==> src/rtl/bomb_pkg.sv <==
// Shared definitions for the bomb placement / fuse path and the stun FSM.
//   - fuse_state_t : controller state encoding (IDLE, ARMED, DETONATE, COOLDOWN)
//   - COORD_W      : grid coordinate width (16x16 board)
//   - CNT_W        : width of the fuse / cooldown cycle counter
//   - DEFAULT_N    : clock cycles per game time unit, shared with the stun FSM
package bomb_pkg;

    localparam int COORD_W   = 4;
    localparam int CNT_W     = 28;
    localparam int DEFAULT_N = 500;

    typedef enum logic [1:0] {
        IDLE     = 2'd0,
        ARMED    = 2'd1,
        DETONATE = 2'd2,
        COOLDOWN = 2'd3
    } fuse_state_t;

endpackage

==> src/rtl/edge_detect.sv <==
// Rising-edge detector with a registered history bit.
//   clk   : system clock
//   srst  : synchronous active-high reset, loads the history with RESET_VAL
//   level : input level, already synchronised to clk
//   rise  : high in any cycle where level is 1 and was 0 on the previous edge
// Resetting the history to 1 suppresses a "press" for a level that is
// already high when reset is released.
module edge_detect #(
    parameter logic RESET_VAL = 1'b0
) (
    input  logic clk,
    input  logic srst,
    input  logic level,
    output logic rise
);

    logic prev_reg;

    always_ff @(posedge clk) begin
        if (srst) begin
            prev_reg <= RESET_VAL;
        end else begin
            prev_reg <= level;
        end
    end

    assign rise = level & ~prev_reg;

endmodule

==> src/rtl/bomb_fuse_ctrl.sv <==
// Per-player bomb placement and fuse controller.
// A rising edge of placeButton (while not stunned and idle) latches the
// player's grid position, runs a FUSE_UNITS*N cycle fuse, emits a one-cycle
// detonation pulse carrying the bomb coordinates, then blocks new placements
// for COOLDOWN_UNITS*N cycles.
//   clk         : system clock
//   reset       : synchronous active-high reset
//   placeButton : raw bomb button level (synchronised)
//   pPosX/pPosY : player's current grid cell
//   stunned     : player is stunned; presses in IDLE are discarded
//   bombPosX/Y  : latched bomb cell
//   bombButton  : one-cycle detonation pulse
//   bombArmed   : high while the fuse is running
import bomb_pkg::*;

module bomb_fuse_ctrl #(
    parameter int N              = DEFAULT_N,
    parameter int FUSE_UNITS     = 3,
    parameter int COOLDOWN_UNITS = 2
) (
    input  logic               clk,
    input  logic               reset,
    input  logic               placeButton,
    input  logic [COORD_W-1:0] pPosX,
    input  logic [COORD_W-1:0] pPosY,
    input  logic               stunned,
    output logic [COORD_W-1:0] bombPosX,
    output logic [COORD_W-1:0] bombPosY,
    output logic               bombButton,
    output logic               bombArmed
);

    localparam longint FUSE_CYC = longint'(FUSE_UNITS) * longint'(N);
    localparam longint COOL_CYC = longint'(COOLDOWN_UNITS) * longint'(N);
    localparam longint CNT_MAX  = (longint'(1) << CNT_W) - 1;

    generate
        if (FUSE_CYC < 1 || FUSE_CYC > CNT_MAX) begin : g_bad_fuse
            $error("bomb_fuse_ctrl: FUSE_UNITS*N out of counter range");
        end
        if (COOL_CYC < 0 || COOL_CYC > CNT_MAX) begin : g_bad_cool
            $error("bomb_fuse_ctrl: COOLDOWN_UNITS*N out of counter range");
        end
    endgenerate

    // Counters count down to zero inclusive, so they load length-1.
    localparam logic [CNT_W-1:0] FUSE_LOAD = CNT_W'(FUSE_CYC - 1);
    localparam logic [CNT_W-1:0] COOL_LOAD = (COOL_CYC == 0) ? '0 : CNT_W'(COOL_CYC - 1);

    fuse_state_t        state_reg, state_next;
    logic [CNT_W-1:0]   cnt_reg, cnt_next;
    logic [COORD_W-1:0] pos_x_reg, pos_x_next;
    logic [COORD_W-1:0] pos_y_reg, pos_y_next;
    logic               armed_reg, armed_next;
    logic               pulse_reg, pulse_next;
    logic               press;

    edge_detect #(
        .RESET_VAL (1'b1)
    ) u_place_edge (
        .clk   (clk),
        .srst  (reset),
        .level (placeButton),
        .rise  (press)
    );

    always_ff @(posedge clk) begin
        if (reset) begin
            state_reg <= IDLE;
            cnt_reg   <= '0;
            pos_x_reg <= '0;
            pos_y_reg <= '0;
            armed_reg <= 1'b0;
            pulse_reg <= 1'b0;
        end else begin
            state_reg <= state_next;
            cnt_reg   <= cnt_next;
            pos_x_reg <= pos_x_next;
            pos_y_reg <= pos_y_next;
            armed_reg <= armed_next;
            pulse_reg <= pulse_next;
        end
    end

    always_comb begin
        state_next = state_reg;
        cnt_next   = cnt_reg;
        pos_x_next = pos_x_reg;
        pos_y_next = pos_y_reg;

        case (state_reg)
            IDLE: begin
                if (press && !stunned) begin
                    pos_x_next = pPosX;
                    pos_y_next = pPosY;
                    cnt_next   = FUSE_LOAD;
                    state_next = ARMED;
                end
            end
            ARMED: begin
                if (cnt_reg == '0) begin
                    state_next = DETONATE;
                end else begin
                    cnt_next = cnt_reg - CNT_W'(1);
                end
            end
            DETONATE: begin
                if (COOL_CYC == 0) begin
                    state_next = IDLE;
                end else begin
                    cnt_next   = COOL_LOAD;
                    state_next = COOLDOWN;
                end
            end
            COOLDOWN: begin
                if (cnt_reg == '0) begin
                    state_next = IDLE;
                end else begin
                    cnt_next = cnt_reg - CNT_W'(1);
                end
            end
            default: state_next = IDLE;
        endcase

        // Outputs are registered images of the state being entered.
        armed_next = (state_next == ARMED);
        pulse_next = (state_next == DETONATE);
    end

    assign bombPosX   = pos_x_reg;
    assign bombPosY   = pos_y_reg;
    assign bombButton = pulse_reg;
    assign bombArmed  = armed_reg;

endmodule

==> config.mk <==
export PLATFORM = sky130hd
export DESIGN_NAME = bomb_fuse_ctrl
export DESIGN_NICKNAME = d
export VERILOG_FILES = /design/src/rtl/bomb_pkg.sv /design/src/rtl/edge_detect.sv /design/src/rtl/bomb_fuse_ctrl.sv
export SDC_FILE = /design/constraint.sdc
export NUM_CORES = 1
export LEC_CHECK = 0
export BUFFER_PORTS_ARGS = -buffer_cell sky130_fd_sc_hd__buf_4
export CORE_MARGIN = 1
export CORE_UTILIZATION = 60
export DETAILED_ROUTE_END_ITERATION = 10
export GPL_TIMING_DRIVEN = 0
export PLACE_DENSITY = 0.81
export RECOVER_POWER = 50
export REMOVE_ABC_BUFFERS = 1
export SYNTH_ARGS = -nofsm -noshare
export SYNTH_HDL_FRONTEND = slang
export SYNTH_SLANG_ARGS = --single-unit
==> constraint.sdc <==
create_clock -name clk -period 3.75 [get_ports clk]
set_input_delay 0.1875 -clock clk [delete_from_list [all_inputs] [get_ports clk]]
set_output_delay 0.1875 -clock clk [all_outputs]
set_load 0.05 [all_outputs]
Yosys cells after proc, flatten, opt, wreduce, memory -nomap -nowiden

Cells that the tools add are included.

Bits in registers: 41
Input port bits: 12
Word-level logic and storage cells: 31

Add/subtract/negate cells: 1
Bitwise logic cells: 2
Muxes and demuxes: 7
Reduce and logical (&&, ||, !) cells: 7
Equal/unequal tests: 7

Operators with widths:

| kind                                                | count |
|---|---|
| one-hot mux 28 bit (3 select lines)                 | 1 |
| two-way mux 28 bit                                  | 2 |
| zero test 28 bit                                    | 1 |
| subtractor 28 x 1 -> 28 bit (second input constant) | 1 |
| one-hot mux 2 bit (4 select lines)                  | 1 |
| == test 2 bit (second input constant)               | 3 |
| two-way mux 2 bit                                   | 3 |
| == test 2 x 1 -> 1 bit (second input constant)      | 2 |
| != test 2 bit (second input constant)               | 2 |
| AND reduction 2 bit                                 | 2 |
| zero test 2 bit                                     | 1 |
| OR reduction 2 bit                                  | 1 |
| AND 1 bit                                           | 1 |
| logical AND 1 bit                                   | 1 |
| zero test 1 bit                                     | 1 |
| inverter 1 bit                                      | 1 |

Logic depth before layout (Yosys ltp)

Gate-level depths: netlist of run 1.

Depth after elaboration: 6
Mapped depth: 9
Depth with buffers taken out: 7

Modules after synthesis

From an unflattened synthesis of run 1, not the netlist that was laid out.

Cell total of the unflattened synthesis: 245
Area, all modules: 2,001.9 um^2

Modules (own cells, without submodules):

| module         | cells an instance | area an instance (um^2) | instances |
|---|---|---|---|
| bomb_fuse_ctrl | 242               | 1,969.4                 | 1 |
| edge_detect    | 3                 | 32.5                    | 1 |

Worst setup path after synthesis of run 1

Ideal clock, no wire load.

Kind: register -> register
Start point: register cnt_reg[10]
End point: register cnt_reg[25]
Period minus slack after synthesis: 2.352 ns
Arrival: 2.282 ns
Path slack: 1.398 ns
Buffers on the path: 1
Library setup time: 0.070 ns
Stages on the path, launching flop included: 7
Required time: 3.680 ns
Cells stage by stage: dfxtp_1 -> or4_4 -> or4_4 -> or2_1 -> buf_2 -> or4_1 -> a21oi_1

Longest elaborated chain between the ends: 3
Elaborated cells on any way between the ends: 6
Classes of those cells: add/sub (1); eq/ne (1); mux (2); reduce/logical (2)

Ends and longest elaborated chain:

| element                                                                    | RTL line             | RTL |
|---|---|---|
| start, declared                                                            | bomb_fuse_ctrl.sv:51 | `logic [CNT_W-1:0] cnt_reg, cnt_next;` |
| start signal, assigned                                                     | bomb_fuse_ctrl.sv:77 | `cnt_reg <= cnt_next;` |
| subtractor 28 x 1 -> 28 bit or zero test 28 bit (tied branches)            | n/a                  |  |
| two-way mux 28 bit or != test 2 bit (tied branches)                        | n/a                  |  |
| one-hot mux 28 bit (3 select lines) or AND reduction 2 bit (tied branches) | n/a                  |  |

Several ways; a longest one is shown, not always the timed one. The select of a mux whose other input is x is not followed.
A chain may end at the register's enable or synchronous reset.

Worst setup path after layout of run 1

Start point: register cnt_reg[10]
End point: register cnt_reg[23]

The elaborated chain is that of the path after synthesis.

==> impl_metrics.toml, run 1 <==
[placed_design]
dpl_cell_area_sq_um = 2200
place_congestion = 0.917
portBuffers = 21
hpwlAfterDp_microns = 3190

[finish]
antenna_cells = 0
drive_gt1_frac = 0.101
fin_area_sq_um = 2260
fin_nets = 280
area_delta_synth_final_pct = 10.7
largest_register_ffs = 28
nFillCells = 281

[grt]
grt_antenna_before_repair = 0
grt_start_max_net_pins = 34
gr-total-overflow = 0
grt.total_usage = 0.301
grt_pass1_vias = 1820
grt_pass1_wl_microns = 8070

[logic_synthesis]
synth-compound-area-share = 0.247
synthMuxAreaShare = 0
synthFlopType = "dfxtp_1"
yosys_warnings = 0
synth_xor_area_frac = 0
synth_fa_ha_area_frac = 0.0123
synth_edf_count = 0
yosys.area_share.simple = 0.305
synth_top_family_by_area = "simple AND/OR/NAND/NOR gates"
synth-async-reset-ratio = 0
ys_seq_area_frac = 0.403
ys_types = 42
synth-seq-cells = 41
synth_cells = 249
synth_area_sq_um = 2040
synth_area_per_cell_sq_um = 8.18

[cts]
cts_tree = "built"
numCtsBuffers = 5
cts.sinks = 41
cts_buffer_depth = 2
path_clk_slew_ns = 0.12
insertion_delay_ns = 0.35
cts_resized = 0
clockRootBuffer = "clkbuf_4"
cts.htree.levels = 2
postCtsHoldBufs = 0
post_cts_buffers = 0

[worst_setup_path]
crit_type = "reg -> reg"
startpoint = "cnt_reg[10]$_SDFFE_PP0P_"
r2r_setup_slack_ns = 0.60
start_kind = "flip-flop"
worstSetupEndpointType = "flip-flop"
crit_path_end = "cnt_reg[23]$_SDFFE_PP0P_"
cp_max_fo = 21
critPathRequiredTime_ns = 3.99
worstPathArrival_ns = 3.39
r2r_start = "cnt_reg[10]$_SDFFE_PP0P_"
rr_endpoint = "cnt_reg[23]$_SDFFE_PP0P_"
worstRegToRegCells = 5

[routing]
first_iter_violations = 106
ant_nets = 0
firstDrtPassIters = 4
drc = 0
viasPerCell = 6.37
route.vias.total = 1982
routed_wl_microns = 4820
wire_per_inst_microns = 15.5

[timing]
finClkSkew_ns = 0.00546
fmax_mhz = 318
rsz0062_at_grt = "no"
min_period_ns = 3.15
setup-violations-final = 0
report.final.slew_viol_count = 0
tightestPinTransition_ns = 1.38
relSlewSlack = 0.0801
period_share = 0.839
setup_tns_ns = 0
hold_violations = 0

[floorplanning]
die_h_microns = 60.3
rows = 20
ios = 22
fp.coreArea_sq_um = 3130
initial_core_util = 0.651
die_area_sq_um = 3630
dieWidth_microns = 60.3

[power]
p_per_area_nw_per_um2 = 731
power_leakage_nw = 0.787
peakVddDrop_uv = 564

[flow_run]
drv_cap = 0

[worst_hold_path]
worstHoldStart = "placeButton"
hold_path_class = "in -> reg"

[status]
status = "finished clean"
## layout by cell type, fill, tap and decap left out, drive strengths merged, types with 3 or more instances in the layout
cell type	count
nand2	20
nand3	11
and4b	3
o31ai	4
and3	3
nor2	17
inv	5
o41ai	4
nand4b	3
o21ai	15
o311ai	3
nor3	7
nor4	8
or3	10
or2	7
a31oi	3
clkbuf	16
a311oi	6
dfxtp	41
nand4	3
buf	10
or4	10
a21oi	35
## critical path, cell delays in order (launching register included)
cell and delay, ns:
dfxtp_1 0.38, or4_1 0.61, nor4_1 0.88, a31o_1 0.77
o311ai_0 0.27, o41ai_1 0.13
## layer usage
layer	GRT usage	up-vias	wire length (microns)
met2	0.482	44	2300
met1	0.373	929	2220
met4	0.136	0	98
li1	-	1000	-
met3	0.0823	9	199
met5	0	-	0
## Yosys cell counts, types with 2 or more instances
master | count | share of area
nor4_2 | 2 | 0.012
clkbuf_1 | 8 | 0.015
o31a_1 | 2 | 0.0086
buf_2 | 3 | 0.0074
o21a_1 | 2 | 0.0074
o31ai_1 | 4 | 0.015
or2_2 | 6 | 0.018
nand4_1 | 3 | 0.0092
a31oi_1 | 3 | 0.0092
a21oi_1 | 35 | 0.086
nor2_1 | 17 | 0.031
nor3b_1 | 2 | 0.0074
a311oi_1 | 6 | 0.026
and4b_1 | 3 | 0.015
or4_4 | 2 | 0.011
nor3_1 | 7 | 0.017
nand4b_1 | 3 | 0.013
nand2_1 | 20 | 0.037
inv_1 | 5 | 0.0092
or4_1 | 8 | 0.029
o41ai_1 | 4 | 0.017
o21ai_0 | 15 | 0.037
or3_1 | 10 | 0.031
nand3_1 | 11 | 0.027
nor4_1 | 6 | 0.018
dfxtp_1 | 41 | 0.40
ha_1 | 2 | 0.012
and3_1 | 3 | 0.0092
o311ai_0 | 3 | 0.013
## report_power, final
part	switching [mW]	internal (mW)
combinational	0.465	0.248
clock	0.146	0.206
sequential	0.0815	0.503
## cells by family (layout without fill, tap and decap cells)
family,count (synthesis),count (layout)
buffers and inverters,17,35
AOI/OAI and AO/OA,81,81
and+or+nand+nor,108,108
adders and majority gates,2,2
DFF,41,41
## how the worst min path moves through the flow
stage                                             endpoint  slack [ns]  cells past startpoint
final                     u_place_edge.prev_reg$_SDFF_PP1_        0.02                      2
after floorplan                   bombPosX[0]$_SDFFE_PP0P_        0.26                      1
after detailed placement  u_place_edge.prev_reg$_SDFF_PP1_        0.39                      2
after global routing      u_place_edge.prev_reg$_SDFF_PP1_        0.01                      2
after global placement    u_place_edge.prev_reg$_SDFF_PP1_        0.38                      2
after CTS                 u_place_edge.prev_reg$_SDFF_PP1_       0.009                      2
## area by class of cell
| cell class | count | area, sq um | share of cell area |
|---|---|---|---|
| multi-input cells | 191 | 1140 | 0.505 |
| flip-flops and latches | 41 | 821 | 0.364 |
| repair buffers | 21 | 116 | 0.0516 |
| clock inverters | 3 | 65.1 | 0.0288 |
| well taps | 44 | 55.1 | 0.0244 |
| clock buffers | 5 | 37.5 | 0.0166 |
| inverters | 6 | 22.5 | 0.00998 |
## stage by stage
step | power [mW] | instances | worst slack [ns] | utilization | hold WS (ns)
after global routing | 1.79 | 311 | 0.356 | 0.721 | 0.0115
after CTS | 1.66 | 311 | 0.920 | 0.738 | 0.00918
after global placement | 1.29 | 303 | 0.968 | 0.705 | 0.384
after detailed placement | 1.30 | 303 | 0.968 | 0.705 | 0.388
final | 1.65 | 311 | 0.603 | 0.721 | 0.0212
after floorplan | 1.12 | 238 | 1.45 | - | 0.257
Note: power is estimated with default switching activity, not from simulation.
==> run 2, diff against run 1 <==
--- a/config.mk
+++ b/config.mk
@@ -5,12 +5,13 @@
 export SDC_FILE = /design/constraint.sdc
 export NUM_CORES = 1
 export LEC_CHECK = 0
+export ABC_AREA = 1
 export BUFFER_PORTS_ARGS = -buffer_cell sky130_fd_sc_hd__buf_4
 export CORE_MARGIN = 1
-export CORE_UTILIZATION = 60
+export CORE_UTILIZATION = 59
 export DETAILED_ROUTE_END_ITERATION = 10
 export GPL_TIMING_DRIVEN = 0
-export PLACE_DENSITY = 0.81
+export PLACE_DENSITY = 0.79
 export RECOVER_POWER = 50
 export REMOVE_ABC_BUFFERS = 1
 export SYNTH_ARGS = -nofsm -noshare
==> constraint.sdc (replaced) <==
create_clock -name clk -period 3.2 [get_ports clk]
set_input_delay 0.16 -clock clk [delete_from_list [all_inputs] [get_ports clk]]
set_output_delay 0.16 -clock clk [all_outputs]
set_load 0.05 [all_outputs]
==> run 2 against run 1 <==
Fmax up 24%; clock skew about the same; sequential share of layout area is 4.5 points lower; hold slack improved by 0.016 ns; non-clock buffer count did not move; via count is 19% higher; combinational power grew 51%; clock power up 24%; critical endpoint is now cnt_reg[27]$_SDFFE_PP0P_.
==> impl_metrics.toml, run 2 <==
[finish]
final_common_cell = "nand2_1"
mostFrequentLayoutCells = "nand2_1, nor2_1, dfxtp_1, inv_1, nand3_1"
area_delta_synth_final_pct = 8.67
nFillCells = 375
fin_cells = 450
antenna_cells = 0
final_util = 0.687
largest_register_ffs = 28
fin_nets = 415
drive_gt1_frac = 0.0995

[cts]
cts_tree = "built"
cts.htree.levels = 2
path_clk_slew_ns = 0.08
clockRootBuffer = "clkbuf_8"
cts_buffer_depth = 2
cts.sinks = 41
post_cts_buffers = 0
cts_resized = 0
numCtsBuffers = 5
postCtsHoldBufs = 0
insertion_delay_ns = 0.30

[routing]
drc = 0
ant_nets = 0
viasPerCell = 5.25
firstDrtPassIters = 4
wire_per_inst_microns = 12.2
first_iter_violations = 227
routed_wl_microns = 5470
route.vias.total = 2361

[placed_design]
place_congestion = 0.923
hpwlAfterDp_microns = 3980
dp_worst_setup_slack_ns = 1.07
portBuffers = 21
place_inst = 442

[grt]
grt_pass1_wl_microns = 9660
grt_start_max_net_pins = 27
grt_antenna_before_repair = 0
grt.total_usage = 0.297
gr-total-overflow = 0
grt_pass1_vias = 2212

[logic_synthesis]
ys_seq_area_frac = 0.347
netlist.area_leader.share = 0.347
yosysMostFrequentCell = "nand2_1"
yosysTopAreaCell = "dfxtp_1"
synth_cells = 381
synth_area_leaders = "dfxtp_1, nand2_1, nor2_1, inv_1, nand3_1"
synthFlopType = "dfxtp_1"
synth_area_per_cell_sq_um = 6.21
synth_edf_count = 0
yosys_warnings = 0
yosys-top-cells-count = "nand2_1, nor2_1, dfxtp_1, inv_1, nand3_1"
synth-seq-cells = 41
synth-async-reset-ratio = 0
synth_area_sq_um = 2370
ys_types = 28

[worst_setup_path]
cp.buffers_inverters = 1
start_kind = "flip-flop"
cp_top_family = "simple AND/OR/NAND/NOR gates"
cp_max_fo = 26
crit_type = "reg -> reg"
critPathRequiredTime_ns = 3.40
crit_top_cell = "nor2_1"
crit_chain = "nor2_1, nand2_1, inv_2, nor2_2, o21ai_0, nor2_1, nor2_1"
worstSetupEndpointType = "flip-flop"
worstPathArrival_ns = 2.75
slowest_delay_ns = 0.82
cpMaxStageDelayCell = "nor2_2"

[floorplanning]
ios = 22
die_h_microns = 65.3
die_area_sq_um = 4270
fp.coreArea_sq_um = 3740
initial_core_util = 0.632
rows = 22
dieWidth_microns = 65.3

[timing]
setup_ws_ns = 0.653
setup_tns_ns = 0
setup-violations-final = 0
rsz0062_at_grt = "no"
report.final.slew_viol_count = 0
hold_violations = 0
tightestPinTransition_ns = 1.05
period_share = 0.796
relSlewSlack = 0.300
finClkSkew_ns = 0.00583
hold_slack_ns = 0.0372
min_period_ns = 2.55
fmax_mhz = 393

[power]
peakVddDrop_uv = 358
power_leakage_nw = 1.22
p_per_area_nw_per_um2 = 843

[worst_hold_path]
hold_path_class = "in -> reg"

[status]
status = "finished clean"

[flow_run]
drv_cap = 0
[run 2: cell types whose count changed after synthesis, sizes merged, moves of 12 or more]
cell,before,now
nand3,11,23
a21oi,35,20
nand2,20,108
nor2,17,97
inv,5,43
[run 2: area by class of cell]
cell class                      count  area (sq um)  area share
Timing Repair Buffer               21           116      0.0452
Clock buffer                        7          86.3      0.0336
Multi-Input combinational cell    289          1300       0.504
Inverter                           43           161      0.0627
Sequential cell                    41           821       0.319
Tap cell                           48          60.1      0.0233
Clock inverter                      1          30.0      0.0117
[run 2: kinds of logic after synthesis]
family	after synthesis	synth area share
AO/OA/AOI/OAI	41	0.0877
flip-flops	41	0.347
XOR/XNOR	2	0.00740
adder cells (fa/ha/maj)	2	0.0106
buffers and inverters	51	0.0904
AND/OR/NAND/NOR	244	0.457
[run 2: power breakdown]
part	switching, mW	internal (mW)
registers	0.0708	0.582
logic	0.742	0.339
clock network	0.181	0.254
total	0.993	1.18
[run 2: final timing paths]
check,start,to,slack [ns],cells past startpoint
max reg2reg,state_reg[0]$_SDFF_PP0_,cnt_reg[27]$_SDFFE_PP0P_,0.65,7
min,placeButton,u_place_edge.prev_reg$_SDFF_PP1_,0.04,3
min reg2reg,cnt_reg[22]$_SDFFE_PP0P_,cnt_reg[22]$_SDFFE_PP0P_,0.49,2
max,state_reg[0]$_SDFF_PP0_,cnt_reg[27]$_SDFFE_PP0P_,0.65,7
[run 2: metal layers]
metal / part of all wire / GRT usage
met1: 0.48 / 0.393
met2: 0.44 / 0.463
met3: 0.059 / 0.0677
met4: 0.019 / 0.122
met5: 0 / 0
[run 2: worst min-delay path, cell delays in order]
cell and delay (ns):
buf_4 0.07, inv_1 0.04, nand2_1 0.04
[run 2: through the flow]
step	area, sq um	power, mW
4_1_cts	2650	2.21
6_report	2570	2.17
5_1_grt	2570	2.37
2_1_floorplan	2310	1.53
3_5_place_dp	2530	1.76
3_3_place_gp	2530	1.75
